File: src/rtl/jk_bank_seq.sv
// jk_bank_seq: command sequencer for a bank of WIDTH JK flip-flops.
// Accepts hold/reset/set/toggle commands over a valid/ready handshake, drives
// registered J/K vectors for a programmable number of edges, keeps a shadow
// model of the bank and compares it with the bank's Q after every command.
//
// Ports:
//   clk_i        rising-edge clock
//   rst_ni       synchronous active-low reset
//   cmd_valid_i  command request
//   cmd_ready_o  high only in idle; handshake = cmd_valid_i & cmd_ready_o
//   cmd_op_i     00 hold, 01 reset, 10 set, 11 toggle
//   cmd_mask_i   bits the operation applies to
//   cmd_count_i  number of edges to apply (0 behaves as 1)
//   err_clr_i    clears the sticky error flag
//   jk_j_o       registered J vector to the bank
//   jk_k_o       registered K vector to the bank
//   jk_q_i       Q vector from the bank
//   busy_o       high whenever not idle
//   done_o       one-cycle pulse at the end of each command
//   err_o        sticky mismatch flag
//   err_bits_o   mismatch vector from the most recent check
//   exp_q_o      shadow model of the expected bank state
module jk_bank_seq #(
  parameter int unsigned WIDTH = 4,
  parameter int unsigned CNT_W = 4
) (
  input  logic             clk_i,
  input  logic             rst_ni,
  input  logic             cmd_valid_i,
  output logic             cmd_ready_o,
  input  logic [1:0]       cmd_op_i,
  input  logic [WIDTH-1:0] cmd_mask_i,
  input  logic [CNT_W-1:0] cmd_count_i,
  input  logic             err_clr_i,
  output logic [WIDTH-1:0] jk_j_o,
  output logic [WIDTH-1:0] jk_k_o,
  input  logic [WIDTH-1:0] jk_q_i,
  output logic             busy_o,
  output logic             done_o,
  output logic             err_o,
  output logic [WIDTH-1:0] err_bits_o,
  output logic [WIDTH-1:0] exp_q_o
);

  typedef enum logic [1:0] {StIdle, StDrive, StCheck} state_e;

  state_e           state_q, state_d;
  logic [1:0]       op_q, op_d;
  logic [WIDTH-1:0] mask_q, mask_d;
  logic [CNT_W-1:0] cnt_q, cnt_d;
  logic [WIDTH-1:0] j_q, j_d;
  logic [WIDTH-1:0] k_q, k_d;
  logic [WIDTH-1:0] exp_q, exp_d;
  logic [WIDTH-1:0] err_bits_q, err_bits_d;
  logic             err_q, err_d;
  logic             done_q, done_d;

  always_comb begin
    state_d    = state_q;
    op_d       = op_q;
    mask_d     = mask_q;
    cnt_d      = cnt_q;
    j_d        = '0;
    k_d        = '0;
    exp_d      = exp_q;
    err_bits_d = err_bits_q;
    err_d      = err_q & ~err_clr_i;
    done_d     = 1'b0;

    unique case (state_q)
      StIdle: begin
        if (cmd_valid_i) begin
          op_d    = cmd_op_i;
          mask_d  = cmd_mask_i;
          // Counter holds remaining edges minus one; a count of 0 runs one edge.
          cnt_d   = (cmd_count_i == '0) ? '0 : cmd_count_i - CNT_W'(1);
          // J/K are registered, so the first drive value is loaded at the handshake.
          j_d     = cmd_mask_i & {WIDTH{cmd_op_i[1]}};
          k_d     = cmd_mask_i & {WIDTH{cmd_op_i[0]}};
          state_d = StDrive;
        end
      end
      StDrive: begin
        // The bank samples this cycle's J/K at the closing edge; mirror that here.
        unique case (op_q)
          2'b00: exp_d = exp_q;
          2'b01: exp_d = exp_q & ~mask_q;
          2'b10: exp_d = exp_q | mask_q;
          2'b11: exp_d = exp_q ^ mask_q;
        endcase
        if (cnt_q == '0) begin
          state_d = StCheck;
        end else begin
          cnt_d = cnt_q - CNT_W'(1);
          j_d   = mask_q & {WIDTH{op_q[1]}};
          k_d   = mask_q & {WIDTH{op_q[0]}};
        end
      end
      StCheck: begin
        err_bits_d = jk_q_i ^ exp_q;
        // A new mismatch wins over a coincident clear.
        if (|err_bits_d) err_d = 1'b1;
        done_d  = 1'b1;
        state_d = StIdle;
      end
      default: state_d = StIdle;
    endcase
  end

  always_ff @(posedge clk_i) begin
    if (!rst_ni) begin
      state_q    <= StIdle;
      op_q       <= 2'b00;
      mask_q     <= '0;
      cnt_q      <= '0;
      j_q        <= '0;
      k_q        <= '0;
      exp_q      <= '0;
      err_bits_q <= '0;
      err_q      <= 1'b0;
      done_q     <= 1'b0;
    end else begin
      state_q    <= state_d;
      op_q       <= op_d;
      mask_q     <= mask_d;
      cnt_q      <= cnt_d;
      j_q        <= j_d;
      k_q        <= k_d;
      exp_q      <= exp_d;
      err_bits_q <= err_bits_d;
      err_q      <= err_d;
      done_q     <= done_d;
    end
  end

  assign cmd_ready_o = (state_q == StIdle);
  assign busy_o      = (state_q != StIdle);
  assign jk_j_o      = j_q;
  assign jk_k_o      = k_q;
  assign done_o      = done_q;
  assign err_o       = err_q;
  assign err_bits_o  = err_bits_q;
  assign exp_q_o     = exp_q;

endmodule

File: config.mk
export PLATFORM = sky130hd
export DESIGN_NAME = jk_bank_seq
export DESIGN_NICKNAME = d
export VERILOG_FILES = /design/src/rtl/jk_bank_seq.sv
export SDC_FILE = /design/constraint.sdc
export NUM_CORES = 1
export LEC_CHECK = 0
export ABC_AREA = 0
export BUFFER_PORTS_ARGS = -buffer_cell sky130_fd_sc_hd__buf_4
export CELL_PAD_IN_SITES_DETAIL_PLACEMENT = 0
export CELL_PAD_IN_SITES_GLOBAL_PLACEMENT = 1
export CORE_UTILIZATION = 38
export DETAILED_ROUTE_END_ITERATION = 12
export PLACE_DENSITY_LB_ADDON = 0.05
export SLEW_MARGIN = 20
export SYNTH_ARGS = -nofsm -noshare
export SYNTH_HDL_FRONTEND = slang
export SYNTH_SLANG_ARGS = --single-unit
File: constraint.sdc
create_clock -name clk_i -period 4.4 [get_ports clk_i]
set_clock_uncertainty 0.05 [all_clocks]
set_input_delay 0.44 -clock clk_i [delete_from_list [all_inputs] [get_ports clk_i]]
set_output_delay 0.44 -clock clk_i [all_outputs]
set_load 0.005 [all_outputs]
==> results.cfg, run 1 <==
[drt]
vias = 1333
drtIter0Drc = 49
viasPerCell = 5.09
ant_nets = 0
wl_mm = 3.39
drtPass1Iterations = 4
drcViolationCount = 0
wl_per_cell_um = 12.9

[critical_path]
required_ns = 3.91
crit_type = flip-flop to primary output
cp-end-kind = primary output
reg2reg_slack_ns = 2.69
r2r_cells = 6
rr_startpoint = cnt_q[0]
crit_arrival_ns = 1.24
startpoint = state_q[0]
worstPathMaxFanout = 9
cp-start-kind = flip-flop

[global_routing]
grt_pass1_wl_mm = 5.87
grt_max_degree = 20
globalRouteOverflowTotal = 0
met2_usage_pct = 32.8
grt_pass1_vias = 1287
gr-usage-met3_pct = 5.54
grtUsageTotal_pct = 18.9
antenna_found_initial = 0
met1_usage_pct = 21.7
grt_busiest_layer = met2

[finish]
antennaDiodeCount = 0
most-common-layout-cells = buf_4 (37), dfxtp_1 (30), nor2_1 (26), inv_1 (13), a21oi_1 (12)
fin_area_um2 = 1860
post-route-util_pct = 50.5
fillers = 381
drive_gt1_share_pct = 23.4
stdcell_count = 262
synthToLayoutAreaGrowth_pct = 27.2
mostFrequentLayoutCell = buf_4
nets = 240

[sta]
max_freq_ghz = 0.577
period_minus_slack_ns = 1.73
rsz0062_at_grt = no
finalSetupTns_ns = 0
finalCritPeriodShare_pct = 39.4
hold_ws_ns = 0.354
worst_slew_pin_slew_ns = 0.632
hold_viol = 0
finalSetupViolations = 0
relSlewSlack_pct = 57.8
slew_violations = 0

[place]
port_buffers = 37
hpwlAfterDp_mm = 2.47
dp.cells = 254
placement.cell_area_um2 = 1770
gp_routability_congestion = 0.772

[floorplanning]
core_area_um2 = 3690
die_h_um = 64.1
die_x_um = 64.1
initial_core_util_pct = 39.7
placementRows = 22
io_pins = 38
die-area_um2 = 4110

[clocking]
cts_tree = done
root_buffer = clkbuf_8
cts_buffers = 5
clk_latency_ns = 0.28
clk_pin_slew_ns = 0.06
clock-sinks = 30
cts_hold_buf = 0
cts_resized = 0
cts_max_level = 2
postCtsSetupBuffers = 0
cts_max_path_buffers = 2

[synth]
syn_inst = 175
synth_cell_types = 35
seq_area_frac_synth_pct = 41.0
syn_area_um2 = 1470
syn-num-nets = 202
synth_warnings = 0
synth_area_per_cell_um2 = 8.37
ys_seq_elements = 30

[worst_hold_path]
whs_path_depth = 2
hold_start = rst_ni
min_path_type = input port to flip-flop

[power]
irDropWorstVdd_v = 0.000248
p_leak_nw = 0.761
power_density_nw_per_um2 = 387

[run]
cap_viol_max_count = 0

[status]
status = finished, final reports clean
-- where the power goes --
part | internal [mW] | switching, mW | total (mW)
registers | 0.296 | 0.0267 | 0.322
clock network | 0.125 | 0.105 | 0.230
logic | 0.0781 | 0.0900 | 0.168
total | 0.499 | 0.221 | 0.721
-- final timing paths --
path / to
max: busy_o
min: done_o
max reg2reg: cnt_q[0]
min reg2reg: mask_q[1]
-- through the flow --
stage	power [mW]	worst slack [ns]
floorplan	0.434	2.90
global placement	0.489	2.81
detailed placement	0.497	2.73
CTS	0.726	2.68
global route	0.768	2.45
finish	0.721	2.67
-- synth_stat cells --
cell / number / area [um^2]
mux2i_1: 3 / 30.0
or3b_1: 1 / 8.76
inv_1: 13 / 48.8
a211oi_1: 8 / 60.1
a211o_1: 1 / 8.76
a21o_1: 1 / 7.51
buf_2: 3 / 15.0
xnor2_1: 4 / 35.0
and2b_1: 1 / 7.51
o211ai_1: 2 / 15.0
o2bb2ai_1: 1 / 8.76
dfxtp_1: 30 / 601
nor3b_1: 1 / 7.51
nand4_1: 2 / 12.5
nor3_1: 4 / 20.0
nand2_1: 11 / 41.3
nor2_4: 1 / 11.3
and3_1: 2 / 12.5
o21ai_0: 10 / 50.1
ha_1: 9 / 113
nor2_1: 26 / 97.6
and2_1: 1 / 6.26
o311ai_0: 1 / 8.76
and3_2: 2 / 15.0
nor2_2: 1 / 6.26
nand2b_2: 1 / 8.76
nand3_1: 6 / 30.0
a22oi_1: 9 / 67.6
clkinv_1: 1 / 3.75
a21oi_1: 12 / 60.1
nor2b_1: 2 / 12.5
nand2b_1: 1 / 6.26
clkbuf_1: 2 / 7.51
or4b_1: 1 / 10.0
buf_6: 1 / 11.3
-- sequential cells by signal, summed over array words and instances (netlist names) --
register and cells:
state_q 2, exp_q_o 4, cnt_q 4, op_q 2, err_o 1, jk_j_o 4
done_o 1, jk_k_o 4, err_bits_o 4, mask_q 4
-- final cells by class --
type                       count  area, um^2  area share, %
clock buffer                   6        82.6           4.43
clock inverter                 2        12.5          0.671
inverter                      14        52.6           2.82
multi-input combinational    125         778           41.7
sequential                    30         601           32.2
tap                           48        60.1           3.22
timing repair buffer          37         278           14.9
-- logic make-up after synthesis --
| family | share of synthesized area [%] |
|---|---|
| compound gates | 19.6 |
| simple gates | 21.4 |
| buf+inv | 5.89 |
| flops | 41.0 |
| xor+xnor | 2.39 |
| fa+ha+maj | 7.69 |
| mux | 2.05 |
-- critical path: stages, from the launching register on --
cell	delay [ns]
dfxtp_1	0.39
nor2_2	0.34
inv_1	0.09
buf_4	0.15
-- routing by layer --
metal  routed length [um]  part of all wire, %  up-vias
met2                 1660                   49       35
li1                     -                    -      683
met4                   51                  1.5        0
met1                 1500                   44      609
met3                  182                  5.4        6
met5                    0                    0        -
Note: power is estimated with default switching activity, not from simulation.
==> inputs of run 2 (changes only) <==
==> constraint.sdc (replaced) <==
create_clock -name clk_i -period 1.6 [get_ports clk_i]
set_clock_uncertainty 0.05 [all_clocks]
set_input_delay 0.16 -clock clk_i [delete_from_list [all_inputs] [get_ports clk_i]]
set_output_delay 0.16 -clock clk_i [all_outputs]
set_load 0.005 [all_outputs]
==> results.cfg, run 2 (synthesis results as in run 1) <==
[drt]
wl_mm = 3.37
viasPerCell = 5.04
drtPass1Iterations = 4
vias = 1356
drcViolationCount = 0
ant_nets = 0
drtIter0Drc = 53
wl_per_cell_um = 12.5

[clocking]
cts_max_path_buffers = 2
root_buffer = clkbuf_8
clk_pin_slew_ns = 0.06
clk_latency_ns = 0.28
clock-sinks = 30
postCtsSetupBuffers = 0
cts_tree = done
cts_max_level = 2
cts_buffers = 5

[floorplanning]
io_pins = 38
core_area_um2 = 3690
placementRows = 22
die-area_um2 = 4110
die_h_um = 64.1
die_x_um = 64.1
initial_core_util_pct = 39.7

[finish]
synthToLayoutAreaGrowth_pct = 38.0
nets = 247
fin_area_um2 = 2020
post-route-util_pct = 54.8
antennaDiodeCount = 0
mostFrequentLayoutCell = buf_4
drive_gt1_share_pct = 30.3
most-common-layout-cells = buf_4 (43), dfxtp_1 (30), nor2_1 (26), inv_1 (13), a21oi_1 (12)

[worst_hold_path]
whs_path_depth = 2
hold_end = done_o
hold_start = rst_ni
min_path_type = input port to flip-flop

[critical_path]
reg2reg_slack_ns = 0.06
cp.buffers_inverters = 1
crit_cells = 6
crit_family = simple AND/OR/NAND/NOR gates
critPathSlowestCell = or3b_4
crit_type = flip-flop to flip-flop
cp-end-kind = flip-flop
crit_arrival_ns = 1.66
r2r_end = jk_j_o[3]
cp-start-kind = flip-flop
cp_cell_sequence = inv_1, ha_2, or3b_4, and3_4, a22oi_1, nor2_1
rr_startpoint = cnt_q[1]
slowest_delay_ns = 0.39
r2r_cells = 6
worstPathMaxFanout = 4
required_ns = 1.71

[sta]
max_freq_ghz = 0.648
hold_ws_ns = 0.0734
period_minus_slack_ns = 1.54
hold_viol = 0
relSlewSlack_pct = 74.8
finalCritPeriodShare_pct = 96.5
worst_slew_pin_slew_ns = 0.373
slew_violations = 0
finalSetupTns_ns = 0
finalSetupViolations = 0

[place]
placement.cell_area_um2 = 1830
hpwlAfterDp_mm = 2.60
port_buffers = 37
gp_routability_congestion = 0.798

[power]
irDropWorstVdd_v = 0.000642
p_leak_nw = 0.824
power_density_nw_per_um2 = 1170

[status]
status = finished, final reports clean

[global_routing]
grtUsageTotal_pct = 18.5
antenna_found_initial = 0
grt_pass1_vias = 1357
grt_pass1_wl_mm = 5.81
globalRouteOverflowTotal = 0
grt_max_degree = 14

[run]
cap_viol_max_count = 0
==> run 2: timing repair <==
| item | 4_1_cts | 5_1_grt |
|---|---|---|
| resized for setup | 0 | 14 |
| hold endpoints to repair | 0 | 0 |
| hold buffers | 0 | 0 |
| endpoints found under the setup margin | 0 | 11 |
==> run 2: layer usage <==
| layer | track usage (%) | vias up | wire length [um] |
|---|---|---|---|
| met5 | 0 | - | 0 |
| met4 | 9.44 | 0 | 95 |
| met3 | 4.29 | 8 | 132 |
| met2 | 32.4 | 25 | 1650 |
| met1 | 20.8 | 621 | 1490 |
| li1 | - | 702 | - |
==> run 2: worst max path at each step <==
| stage | start | end | slack (ns) |
|---|---|---|---|
| global placement | cnt_q[0] | jk_j_o[2] | 0.05 |
| CTS | cnt_q[1] | jk_k_o[0] | 0.004 |
| detailed placement | cnt_q[1] | jk_k_o[0] | 0.01 |
| floorplan | cnt_q[0] | cnt_q[2] | 0.10 |
| finish | cnt_q[1] | jk_j_o[3] | 0.06 |
| global route | cnt_q[1] | jk_j_o[3] | -0.0005 |
==> run 2: power by group <==
group,internal (mW),switching [mW]
Combinational,0.274,0.270
Sequential,0.813,0.0677
Clock,0.664,0.279
==> run 2: cell type report <==
cell class	instances	area, um^2
clock buffers	6	82.6
multi-input cells	125	823
repair buffers	44	343
fillers	346	1670
flip-flops and latches	30	601
inverters	14	52.6
clock inverters	2	60.1
well taps	48	60.1
==> run 2: stage by stage <==
stage / worst slack [ns] / cells / total power [mW]
after global placement: 0.0494 / 261 / 1.39
after CTS: 0.00440 / 269 / 2.36
after detailed placement: 0.0117 / 261 / 1.41
after global routing: -0.000480 / 269 / 2.51
final: 0.0564 / 269 / 2.37
after floorplan: 0.103 / 175 / 1.19
==> inputs of run 3 (changes only) <==
--- a/config.mk
+++ b/config.mk
@@ -7,7 +7,7 @@
 export LEC_CHECK = 0
 export ABC_AREA = 0
 export BUFFER_PORTS_ARGS = -buffer_cell sky130_fd_sc_hd__buf_4
-export CELL_PAD_IN_SITES_DETAIL_PLACEMENT = 0
+export CELL_PAD_IN_SITES_DETAIL_PLACEMENT = 1
 export CELL_PAD_IN_SITES_GLOBAL_PLACEMENT = 1
 export CORE_UTILIZATION = 38
 export DETAILED_ROUTE_END_ITERATION = 12
==> results.cfg, run 3 (synthesis results as in run 1) <==
[power]
switchingPower_uw = 655
power_density_nw_per_um2 = 1190
sw_frac_of_total_pct = 27.3
power_frac_clock_pct = 40.3
p_leak_nw = 0.820
internal_power_mw = 1.75
irDropWorstVdd_v = 0.000637
seqPwrFrac_pct = 36.7
power_mw = 2.40
combPwrFrac_pct = 23.0

[floorplanning]
die_x_um = 64.1
die_h_um = 64.1
die-area_um2 = 4110
io_pins = 38
placementRows = 22
core_area_um2 = 3690
initial_core_util_pct = 39.7

[finish]
most-common-layout-cells = buf_4 (43), dfxtp_1 (30), nor2_1 (25), inv_1 (12), a21oi_1 (12)
synthToLayoutAreaGrowth_pct = 37.5
nets = 247
fin_area_um2 = 2010
post-route-util_pct = 54.6
antennaDiodeCount = 0
mostFrequentLayoutCell = buf_4
stdcell_count = 269
drive_gt1_share_pct = 30.3

[place]
gp_routability_congestion = 0.798
hpwlAfterDp_mm = 3.02
dp.cells = 261
dp_slack_ns = -0.0285
placement.cell_area_um2 = 1830
port_buffers = 37

[global_routing]
globalRouteOverflowTotal = 0
grt_pass1_vias = 1489
grt_max_degree = 14
grt_pass1_wl_mm = 6.79
antenna_found_initial = 0
grtUsageTotal_pct = 21.9

[critical_path]
crit_type = flip-flop to flip-flop
cp-end-kind = flip-flop
cp-endpoint = jk_j_o[3]
reg2reg_slack_ns = 0.06
slowest_delay_ns = 0.39
crit_family = simple AND/OR/NAND/NOR gates
crit_arrival_ns = 1.64
cp_cell_sequence = inv_1, ha_2, or3b_4, and3_4, a22oi_2, nor2_1
cp-start-kind = flip-flop
rr_startpoint = cnt_q[0]
r2r_end = jk_j_o[3]
crit_cells = 6
required_ns = 1.71
critPathSlowestCell = or3b_4
r2r_cells = 6
cp.buffers_inverters = 1
startpoint = cnt_q[0]
worstPathMaxFanout = 4

[clocking]
cts_buffers = 5
clock-sinks = 30
clk_pin_slew_ns = 0.06
cts_max_level = 2
clk_latency_ns = 0.29
cts_max_path_buffers = 2
postCtsSetupBuffers = 0
root_buffer = clkbuf_8
cts_hold_buf = 0
cts_tree = done

[sta]
finalSetupTns_ns = 0
finalSetupViolations = 0
relSlewSlack_pct = 71.5
slew_violations = 0
period_minus_slack_ns = 1.54
max_freq_ghz = 0.651
finalCritPeriodShare_pct = 96.0
rsz0062_at_grt = yes
hold_ws_ns = 0.0632
hold_viol = 0
layout_setup_ws_ns = 0.0641
worst_slew_pin_slew_ns = 0.422

[drt]
drtIter0Drc = 52
vias = 1385
drcViolationCount = 0
viasPerCell = 5.15
wl_mm = 3.94
wl_per_cell_um = 14.7
ant_nets = 0
drtPass1Iterations = 4

[status]
status = finished, final reports clean

[worst_hold_path]
min_path_type = input port to flip-flop

[run]
cap_viol_max_count = 0
run 3: cell types whose count changed in the layout (fill, tap and decap cells not counted):
| cell | before | now |
|---|---|---|
| a22oi_1 | 4 | 5 |
| a22oi_2 | 5 | 4 |
| inv_1 | 13 | 12 |
| inv_2 | 0 | 1 |
| nor2_1 | 26 | 25 |
| nor2_2 | 1 | 2 |
| nor3b_1 | 0 | 1 |
| nor3b_2 | 1 | 0 |
run 3: worst min-delay path by stage:
stage,startpoint,to,cells after the start
2_1_floorplan,rst_ni,done_o,1
3_3_place_gp,rst_ni,done_o,2
3_5_place_dp,rst_ni,done_o,2
4_1_cts,rst_ni,done_o,2
5_1_grt,rst_ni,done_o,2
6_report,rst_ni,done_o,2
run 3: area by class of cell:
cell class / count / area (um^2)
clock inverter: 2 / 60.1
sequential: 30 / 601
tap: 48 / 60.1
timing repair buffer: 44 / 343
multi-input combinational: 125 / 816
inverter: 14 / 52.6
clock buffer: 6 / 82.6
fill: 460 / 1670
run 3: what timing repair did:
action | 4_1_cts | 5_1_grt
pin swaps | 0 | 1
gates resized for setup | 4 | 9
endpoints found under the setup margin | 3 | 10
run 3: power by group through the flow:
| stage | Clock [mW] | Combinational, mW | Sequential, mW |
|---|---|---|---|
| 2_1_floorplan | 0 | 0.320 | 0.874 |
| 3_3_place_gp | 0 | 0.501 | 0.892 |
| 4_1_cts | 0.987 | 0.549 | 0.880 |
| 6_report | 0.968 | 0.554 | 0.882 |
| 3_5_place_dp | 0 | 0.530 | 0.895 |
| 5_1_grt | 1.03 | 0.617 | 0.894 |
run 3: layer usage:
| metal | up-vias | part of all wire (%) | global-route usage (%) |
|---|---|---|---|
| li1 | 693 | - | - |
| met1 | 665 | 42 | 24.2 |
| met2 | 23 | 53 | 40.0 |
| met3 | 4 | 3.6 | 6.43 |
| met4 | 0 | 0.86 | 6.67 |
| met5 | - | 0 | 0 |
